**config.mk**
```make
export PLATFORM = sky130hd
export DESIGN_NAME = bp_frame_scheduler_flat
export DESIGN_NICKNAME = d
export VERILOG_FILES = /design/src/rtl/bp_frame_scheduler_if.sv /design/src/rtl/bp_frame_scheduler.sv /design/src/flat_wrapper.sv
export SDC_FILE = /design/constraint.sdc
export NUM_CORES = 1
export LEC_CHECK = 0
export CAP_MARGIN = 20
export CORE_MARGIN = 2
export CORE_UTILIZATION = 28
export CTS_BUF_LIST = sky130_fd_sc_hd__clkbuf_2 sky130_fd_sc_hd__clkbuf_4 sky130_fd_sc_hd__clkbuf_8
export DETAILED_ROUTE_END_ITERATION = 10
export GPL_TIMING_DRIVEN = 0
export HOLD_SLACK_MARGIN = 0.06
export PLACE_DENSITY = 0.46
export SLEW_MARGIN = 10
export SYNTH_ARGS = -nofsm -noshare
export SYNTH_HDL_FRONTEND = slang
export SYNTH_SLANG_ARGS = --single-unit
```
**constraint.sdc**
```tcl
create_clock -name clk -period 5.2 [get_ports clk]
set_input_delay 0.78 -clock clk [delete_from_list [all_inputs] [get_ports clk]]
set_output_delay 0.78 -clock clk [all_outputs]
set_load 0.02 [all_outputs]
```
**src/rtl/bp_frame_scheduler_if.sv**
```systemverilog
// Stream and decoder-handshake bundle for bp_frame_scheduler.
// The slave modport is the scheduler side; master is its environment.
interface bp_frame_scheduler_if #(
    parameter int BIT = 8
);
    logic             s_valid;
    logic             s_ready;
    logic [8*BIT-1:0] s_llr;
    logic             dec_start;
    logic [8*BIT-1:0] dec_llr;
    logic             dec_busy;
    logic [3:0]       dec_bits;
    logic             m_valid;
    logic             m_ready;
    logic [3:0]       m_bits;
    logic [3:0]       m_tag;
    logic             m_err;

    modport slave (
        input  s_valid, s_llr, dec_busy, dec_bits, m_ready,
        output s_ready, dec_start, dec_llr, m_valid, m_bits, m_tag, m_err
    );

    modport master (
        output s_valid, s_llr, dec_busy, dec_bits, m_ready,
        input  s_ready, dec_start, dec_llr, m_valid, m_bits, m_tag, m_err
    );
endinterface

```
**src/rtl/bp_frame_scheduler.sv**
```systemverilog
// Frame sequencer for the N=8/K=4 BP decoder: 2-deep tagged input FIFO,
// launch/ack/run watchdogs and a registered tagged result stream.
module bp_frame_scheduler #(
    parameter int BIT         = 8,
    parameter int ACK_TIMEOUT = 4,
    parameter int RUN_TIMEOUT = 2047
) (
    input  logic                clk,
    input  logic                rst_n,
    bp_frame_scheduler_if.slave bus,
    input  logic                clr_err,
    output logic [15:0]         frames_done,
    output logic                err_flag
);
    typedef struct packed {
        logic [3:0]       tag;
        logic [8*BIT-1:0] llr;
    } entry_t;

    typedef enum logic [2:0] {IDLE, LAUNCH, WAIT_ACK, RUN, CAPTURE} state_t;

    entry_t      fifo_mem [2];
    entry_t      head;
    logic        wr_ptr, rd_ptr;
    logic [1:0]  fifo_cnt;
    logic [3:0]  in_tag;
    logic        push, pop, fifo_empty;

    state_t      state_q, state_d;
    logic [11:0] cnt_q, cnt_d;
    logic [3:0]  cur_tag_q, cur_tag_d;
    logic        cur_err_q, cur_err_d;
    logic        load, err_set;

    logic        m_valid_q, m_err_q;
    logic [3:0]  m_bits_q, m_tag_q;

    assign fifo_empty    = (fifo_cnt == 2'd0);
    assign head          = fifo_mem[rd_ptr];
    assign push          = bus.s_valid && bus.s_ready;
    assign bus.s_ready   = (fifo_cnt != 2'd2);
    assign bus.dec_llr   = fifo_empty ? '0 : head.llr;
    assign bus.dec_start = (state_q == LAUNCH);
    assign bus.m_valid   = m_valid_q;
    assign bus.m_bits    = m_bits_q;
    assign bus.m_tag     = m_tag_q;
    assign bus.m_err     = m_err_q;

    // Payload storage needs no reset: dec_llr is gated by the count.
    always_ff @(posedge clk) begin
        if (push) fifo_mem[wr_ptr] <= '{tag: in_tag, llr: bus.s_llr};
    end

    always_ff @(posedge clk or negedge rst_n) begin
        if (!rst_n) begin
            wr_ptr   <= 1'b0;
            rd_ptr   <= 1'b0;
            fifo_cnt <= 2'd0;
            in_tag   <= 4'd0;
        end else begin
            if (push) begin
                wr_ptr <= ~wr_ptr;
                in_tag <= in_tag + 4'd1;
            end
            if (pop) rd_ptr <= ~rd_ptr;
            case ({push, pop})
                2'b10:   fifo_cnt <= fifo_cnt + 2'd1;
                2'b01:   fifo_cnt <= fifo_cnt - 2'd1;
                default: fifo_cnt <= fifo_cnt;
            endcase
        end
    end

    always_ff @(posedge clk or negedge rst_n) begin
        if (!rst_n) begin
            state_q   <= IDLE;
            cnt_q     <= 12'd0;
            cur_tag_q <= 4'd0;
            cur_err_q <= 1'b0;
        end else begin
            state_q   <= state_d;
            cnt_q     <= cnt_d;
            cur_tag_q <= cur_tag_d;
            cur_err_q <= cur_err_d;
        end
    end

    always_comb begin
        state_d   = state_q;
        cnt_d     = cnt_q;
        cur_tag_d = cur_tag_q;
        cur_err_d = cur_err_q;
        pop       = 1'b0;
        load      = 1'b0;
        err_set   = 1'b0;
        case (state_q)
            // Busy must be low here too, so a run timeout waits out the decoder.
            IDLE: if (!fifo_empty && !bus.dec_busy) state_d = LAUNCH;
            LAUNCH: begin
                state_d = WAIT_ACK;
                cnt_d   = 12'd1;
            end
            WAIT_ACK: begin
                if (bus.dec_busy) begin
                    state_d   = RUN;
                    cnt_d     = 12'd1;
                    pop       = 1'b1;
                    cur_tag_d = head.tag;
                    cur_err_d = 1'b0;
                end else if (cnt_q == 12'(ACK_TIMEOUT)) begin
                    state_d   = CAPTURE;
                    pop       = 1'b1;
                    cur_tag_d = head.tag;
                    cur_err_d = 1'b1;
                    err_set   = 1'b1;
                end else begin
                    cnt_d = cnt_q + 12'd1;
                end
            end
            RUN: begin
                if (!bus.dec_busy) begin
                    state_d = CAPTURE;
                end else if (cnt_q == 12'(RUN_TIMEOUT)) begin
                    state_d   = CAPTURE;
                    cur_err_d = 1'b1;
                    err_set   = 1'b1;
                end else begin
                    cnt_d = cnt_q + 12'd1;
                end
            end
            CAPTURE: begin
                if (!m_valid_q || bus.m_ready) begin
                    load    = 1'b1;
                    state_d = IDLE;
                end
            end
            default: state_d = IDLE;
        endcase
    end

    always_ff @(posedge clk or negedge rst_n) begin
        if (!rst_n) begin
            m_valid_q   <= 1'b0;
            m_bits_q    <= 4'd0;
            m_tag_q     <= 4'd0;
            m_err_q     <= 1'b0;
            frames_done <= 16'd0;
            err_flag    <= 1'b0;
        end else begin
            if (load) begin
                m_valid_q   <= 1'b1;
                m_bits_q    <= cur_err_q ? 4'd0 : bus.dec_bits;
                m_tag_q     <= cur_tag_q;
                m_err_q     <= cur_err_q;
                frames_done <= frames_done + 16'd1;
            end else if (m_valid_q && bus.m_ready) begin
                m_valid_q <= 1'b0;
            end
            if (err_set)      err_flag <= 1'b1;
            else if (clr_err) err_flag <= 1'b0;
        end
    end
endmodule

```
**src/flat_wrapper.sv**
```systemverilog
// flat-port wrapper written by rule: the top's interface ports become plain ports
module bp_frame_scheduler_flat 
#(
    parameter int BIT         = 8,
    parameter int ACK_TIMEOUT = 4,
    parameter int RUN_TIMEOUT = 2047
)
  (clk, rst_n, clr_err, frames_done, err_flag, bus_s_valid, bus_s_llr, bus_dec_busy, bus_dec_bits, bus_m_ready, bus_s_ready, bus_dec_start, bus_dec_llr, bus_m_valid, bus_m_bits, bus_m_tag, bus_m_err);
  bp_frame_scheduler_if #(.BIT(BIT)) bus_i ();
  input  logic clk;
  input  logic rst_n;
  input  logic clr_err;
  output logic [15:0] frames_done;
  output logic err_flag;
  input wire logic [$bits(bus_i.s_valid)-1:0] bus_s_valid;
  input wire logic [$bits(bus_i.s_llr)-1:0] bus_s_llr;
  input wire logic [$bits(bus_i.dec_busy)-1:0] bus_dec_busy;
  input wire logic [$bits(bus_i.dec_bits)-1:0] bus_dec_bits;
  input wire logic [$bits(bus_i.m_ready)-1:0] bus_m_ready;
  output wire logic [$bits(bus_i.s_ready)-1:0] bus_s_ready;
  output wire logic [$bits(bus_i.dec_start)-1:0] bus_dec_start;
  output wire logic [$bits(bus_i.dec_llr)-1:0] bus_dec_llr;
  output wire logic [$bits(bus_i.m_valid)-1:0] bus_m_valid;
  output wire logic [$bits(bus_i.m_bits)-1:0] bus_m_bits;
  output wire logic [$bits(bus_i.m_tag)-1:0] bus_m_tag;
  output wire logic [$bits(bus_i.m_err)-1:0] bus_m_err;
  assign bus_i.s_valid = bus_s_valid;
  assign bus_i.s_llr = bus_s_llr;
  assign bus_i.dec_busy = bus_dec_busy;
  assign bus_i.dec_bits = bus_dec_bits;
  assign bus_i.m_ready = bus_m_ready;
  assign bus_s_ready = bus_i.s_ready;
  assign bus_dec_start = bus_i.dec_start;
  assign bus_dec_llr = bus_i.dec_llr;
  assign bus_m_valid = bus_i.m_valid;
  assign bus_m_bits = bus_i.m_bits;
  assign bus_m_tag = bus_i.m_tag;
  assign bus_m_err = bus_i.m_err;
  bp_frame_scheduler #(.BIT(BIT), .ACK_TIMEOUT(ACK_TIMEOUT), .RUN_TIMEOUT(RUN_TIMEOUT)) u_core (.clk(clk), .rst_n(rst_n), .bus(bus_i), .clr_err(clr_err), .frames_done(frames_done), .err_flag(err_flag));
endmodule
```
# After elaboration in Yosys (flattened, before gate mapping)
# Memory sizes are Yosys's and may differ from the RTL's.
# Cells that the tools add are included.
dict set report totals {
  reg_bits 55
  ramBits 136
  elab_cells 95
  n_memories 1
}
dict set report classes {
  addsub 5
  eq_ne 17
  n_mux 37
  bitwise 2
  reduce_logical 19
}
# memory words width rd rd_clocked_by_memory_dff wr line
set mem_list {}
lappend mem_list {u_core.fifo_mem 2 68 1 0 1 bp_frame_scheduler.sv:22} ;# entry_t fifo_mem [2];
# operator n
set ops {}
lappend ops {{$mux W64} 1}
lappend ops {{$mux W12} 4}
lappend ops {{$pmux W12 S3} 1}
lappend ops {{$mux W1} 18}
lappend ops {{$mux W3} 6}
lappend ops {{$add A16 B1 Y16 const B} 1}
lappend ops {{$pmux W3 S5} 1}
lappend ops {{$add A12 B1 Y12 const B} 1}
lappend ops {{$eq A12 B11 Y1 const B} 1}
lappend ops {{$eq A12 B3 Y1 const B} 1}
lappend ops {{$mux W4} 3}
lappend ops {{$reduce_and A4 Y1} 3}
lappend ops {{$reduce_bool A2 Y1} 5}
lappend ops {{$eq A3 B2 Y1 const B} 2}
lappend ops {{$ne A2 B1 Y1 const B} 3}
lappend ops {{$ne A2 B2 Y1 const B} 3}
lappend ops {{$ne A3 B2 Y1 const B} 2}
lappend ops {{$add A4 B1 Y4 const B} 1}
lappend ops {{$pmux W1 S2} 2}
lappend ops {{$pmux W2 S2} 1}
lappend ops {{$eq A3 B1 Y1 const B} 1}
lappend ops {{$eq A3 B3 Y1 const B} 1}
lappend ops {{$logic_and A1 B1 Y1} 3}
lappend ops {{$logic_not A1 Y1} 3}
lappend ops {{other kinds (11)} 12}

# Depth between registers and ports, before layout
dict set report logic_depth {
  depth_word 6
  ltp_mapped 10
  depth_no_buf 10
}

# Worst setup path after synthesis
# OpenSTA, ideal clock, no wires.
dict set report synth_timing {
  path_type {in2reg}
  start {in bus_s_valid}
  end {mem u_core.fifo_mem[0][0] (netlist name), enable pin}
  arrival_ps 3797
  slack_ps 908
  path_stages 2
  path_cell_list {nand2_1 > nor2_1}
}
dict set report synth_via {
  elab_chain_len 3
}
# element line
set synth_rtl {}
lappend synth_rtl {{from (decl)} flat_wrapper.sv:15} ;# input wire logic [$bits(bus_i.s_valid)-1:0] bus_s_valid;
lappend synth_rtl {{$logic_and A1 B1 Y1} bp_frame_scheduler.sv:40} ;# assign push = bus.s_valid && bus.s_ready;
lappend synth_rtl {{$mux W1} bp_frame_scheduler.sv:51} ;# if (push) fifo_mem[wr_ptr] <= '{tag: in_tag, llr: bus.s_llr};
lappend synth_rtl {{$mux W1 (not written as such)} bp_frame_scheduler.sv:51}
lappend synth_rtl {{to (decl)} bp_frame_scheduler.sv:22}
# Every way passes these cells.

# Worst setup path after layout
dict set report layout_timing {
  start {reg u_core.rd_ptr}
  end {out bus_dec_llr[58]}
}
dict set report layout_via {
  elab_chain_len 2
}
# element line
set layout_rtl {}
lappend layout_rtl {{from (decl)} bp_frame_scheduler.sv:24} ;# logic wr_ptr, rd_ptr;
lappend layout_rtl {{from (signal assigned)} bp_frame_scheduler.sv:65} ;# if (pop) rd_ptr <= ~rd_ptr;
lappend layout_rtl {{$mem_v2 Z2 W68} n/a}
lappend layout_rtl {{$mux W64} bp_frame_scheduler.sv:42} ;# assign bus.dec_llr = fifo_empty ? '0 : head.llr;
lappend layout_rtl {{to (decl)} flat_wrapper.sv:22} ;# output wire logic [$bits(bus_i.dec_llr)-1:0] bus_dec_llr;
# Every way passes these cells.

==> metrics.txt <==
total power=5.75 mW; Num CTS Buffers=17; EDFF count, synth=between 100 and 150; vias in the first global route=5134; WP buf/inv=4; postcts setup bufs=0; I/O Pins=~170; Longest Clk Path Bufs=2; post-synthesis register bit count=between 150 and 200; period utilization=around 75%; drt pass-1 iters=6; antenna viol nets, final=0; hpwl dp=approximately 12 mm; CP Class=flop to primary output; die area=between 20000 and 30000 um^2; synth warn=0; gr ovfl total=0; mux contribution to synthesized area=under 10%; 1st-iter DRT viols=approximately 290; gate count of the mapped netlist=541; Residual DRC=0; most frequent cells in the layout=clkdlybuf4s50_1, edfxtp_1, nor2_1; Synth Area in Adders=less than 1%; RePlAce Congestion=0.757; Worst setup EP type=primary output; Core Area=27000 um^2; RSZ-0062 raised after global routing=false; met2 WL=about 8 mm; R2R Path Start=u_core.cnt_q[5]; die width=170 um; synthesized cell area=about 7700 um^2; Synth async-reset ratio=28.8%; clock-pin transition on the worst setup and hold timing paths=120 ps; share of cells above drive strength 1=between 7 and 8%; Critical Path Start Type=flop; NumNets Final=between 800 and 900; CTS Hold Bufs=0; Sink Count=approximately 190; Post-synth top flop=edfxtp_1; Fmax=roughly 0.26 GHz; CTS-repair resized insts=0; Via density=4.50; Slew @ Worst Pin=about 800 ps; Final Critical Period=a little under 4000 ps; Hold Path Class=input port to async pin; CP Cell Sequence=clkbuf_1 > buf_2 > buf_1 > mux2i_1 > nor2_1 > clkdlybuf4s50_1; Synth Area in Compound Gates=4.43%; # Max-Cap Violations=0; Yosys cell types=just under 50; met3 wire length=about 1.8 mm; sequential area share after synthesis=between 70% and 80%; GR Util All Layers=12.5%; CP required=about 4400 ps; Worst Path Max Fanout=10; htree depth=4; IO Port Bufs=166; power density cells=about 560 nW/um^2; Clock Latency Late Sink=~480 ps; largest family of logic cells by synthesized area=simple AND/OR/NAND/NOR gates; Post-DP Area=between 9000 and 10000 um^2; Die Height=~170 um; Synth Area in XOR/XNOR=between 2 and 3%; CTS tree=built; number of antenna diodes=0; Area growth syn-to-layout=33.7%; FP Rows=60; most common cell after layout, fill and taps aside=clkdlybuf4s50_1; Root Buffer=clkbuf_8; Synth Area in Simple Gates=under 10%; WL per Instance=~16 um; VDD IR-drop max=between 0.2 and 0.25 mV; Mapped Avg Cell Area=between 10 and 15 um^2; cell family with most CP delay=buffers and inverters; clock skew=24.8 ps; CP max stage delay=between 600 and 700 ps; Post-Syn Nets=620; first-pass GRT wire length=27.9 mm; Leak Pwr=around 4 nW; uppermost layer routed=met5; Fin. Hold Viols=0; WL met1=between 7 and 8 mm; Final Cell Area=between 10000 and 15000 um^2; final WL=approximately 18 mm; slowest stage cell, crit path=clkdlybuf4s50_1; initial antenna violation count=2; status=finished clean; largest net degree at the start of global routing=56; fill count=2570; via count=4874; Critical Path Start=u_core.rd_ptr; Slew Viols, Final=0; Initial Util=between 20 and 30%; Slew HR=between 40% and 50%; Worst EP arrival=between 3000 and 4000 ps; Setup-failing EPs final=0
[final cells by class]
type / count / area, um^2 / share of cell area [%]
Clock inverter: 15 / 181 / 1.75
Multi-Input combinational cell: 317 / 2140 / 20.7
Inverter: 10 / 37.5 / 0.363
Sequential cell: 191 / 5460 / 52.8
Clock buffer: 17 / 234 / 2.26
Tap cell: 341 / 427 / 4.12
Timing Repair Buffer: 170 / 1750 / 16.9
Buffer: 23 / 116 / 1.12
[routing by layer]
layer  global-route usage, %  vias up
met5                       0        -
met1                    14.6     2345
met3                    6.70       15
met2                    20.1      150
met4                    3.46        4
li1                        -     2360
[kinds of logic after synthesis]
group           Yosys count
flops                   191
buf+inv                  33
fa+ha+maj                 5
compound gates           52
xor+xnor                 23
simple gates            162
mux                      75
[state kept, by name (all words and copies together) (netlist names), 2 cells and up]
signal,cells
u_core.fifo_mem,136
u_core.state_q,3
u_core.bus.m_tag,4
u_core.frames_done,16
u_core.bus.m_bits,4
u_core.cur_tag_q,4
u_core.fifo_cnt,2
u_core.in_tag,4
u_core.cnt_q,12
[power breakdown]
part           internal (mW)  switching, mW  leakage (nW)
Sequential              2.05          0.146          1.99
Clock                  0.373          0.628         0.207
Combinational           1.12           1.44          1.70
[synth_stat cells, types with 2 or more instances]
master / instances / area (um^2)
o31ai_1: 3 / 22.5
a21oi_1: 16 / 80.1
xnor2_1: 16 / 140
nor3_1: 7 / 35.0
o22ai_1: 2 / 12.5
nand2_1: 24 / 90.1
ha_1: 5 / 62.6
clkbuf_1: 8 / 30.0
buf_6: 3 / 33.8
and3_1: 3 / 18.8
clkbuf_2: 2 / 10.0
a31oi_1: 4 / 25.0
nand4_1: 7 / 43.8
o21a_1: 4 / 30.0
xor2_1: 7 / 61.3
edfxtp_1: 136 / 4080
nor2b_1: 2 / 12.5
o21ai_0: 10 / 50.1
inv_1: 10 / 37.5
nor2_1: 85 / 319
dfrtp_1: 55 / 1380
nor4_1: 3 / 18.8
nand3_1: 13 / 65.1
nand2b_1: 7 / 43.8
buf_1: 8 / 30.0
o21ai_1: 2 / 10.0
a41oi_1: 2 / 17.5
mux2_2: 7 / 78.8
mux2i_1: 68 / 681
nor3b_1: 3 / 22.5
[final timing paths]
check	end	slack, ps	depth (start not counted)
max	bus_dec_llr[58]	1320	6
min	u_core.cnt_q[11]	340	1
max reg2reg	u_core.fifo_cnt[1]	2760	7
min reg2reg	u_core.cur_tag_q[3]	480	2
max in group asynchronous	u_core.frames_done[3]	4360	1
min in group clk	u_core.cur_tag_q[3]	480	2
[through the flow]
stage	hold WS (ps)	TNS (ps)	std cells	util, %	setup WS (ps)
2_1_floorplan	446	0	541	-	908
3_3_place_gp	466	-111080	1048	36.4	-1640
3_5_place_dp	471	0	1052	36.8	1740
4_1_cts	358	0	1084	38.3	1140
5_1_grt	360	0	1084	38.3	1060
6_report	342	0	1084	38.3	1320
Power figures use the tool's default switching activity.
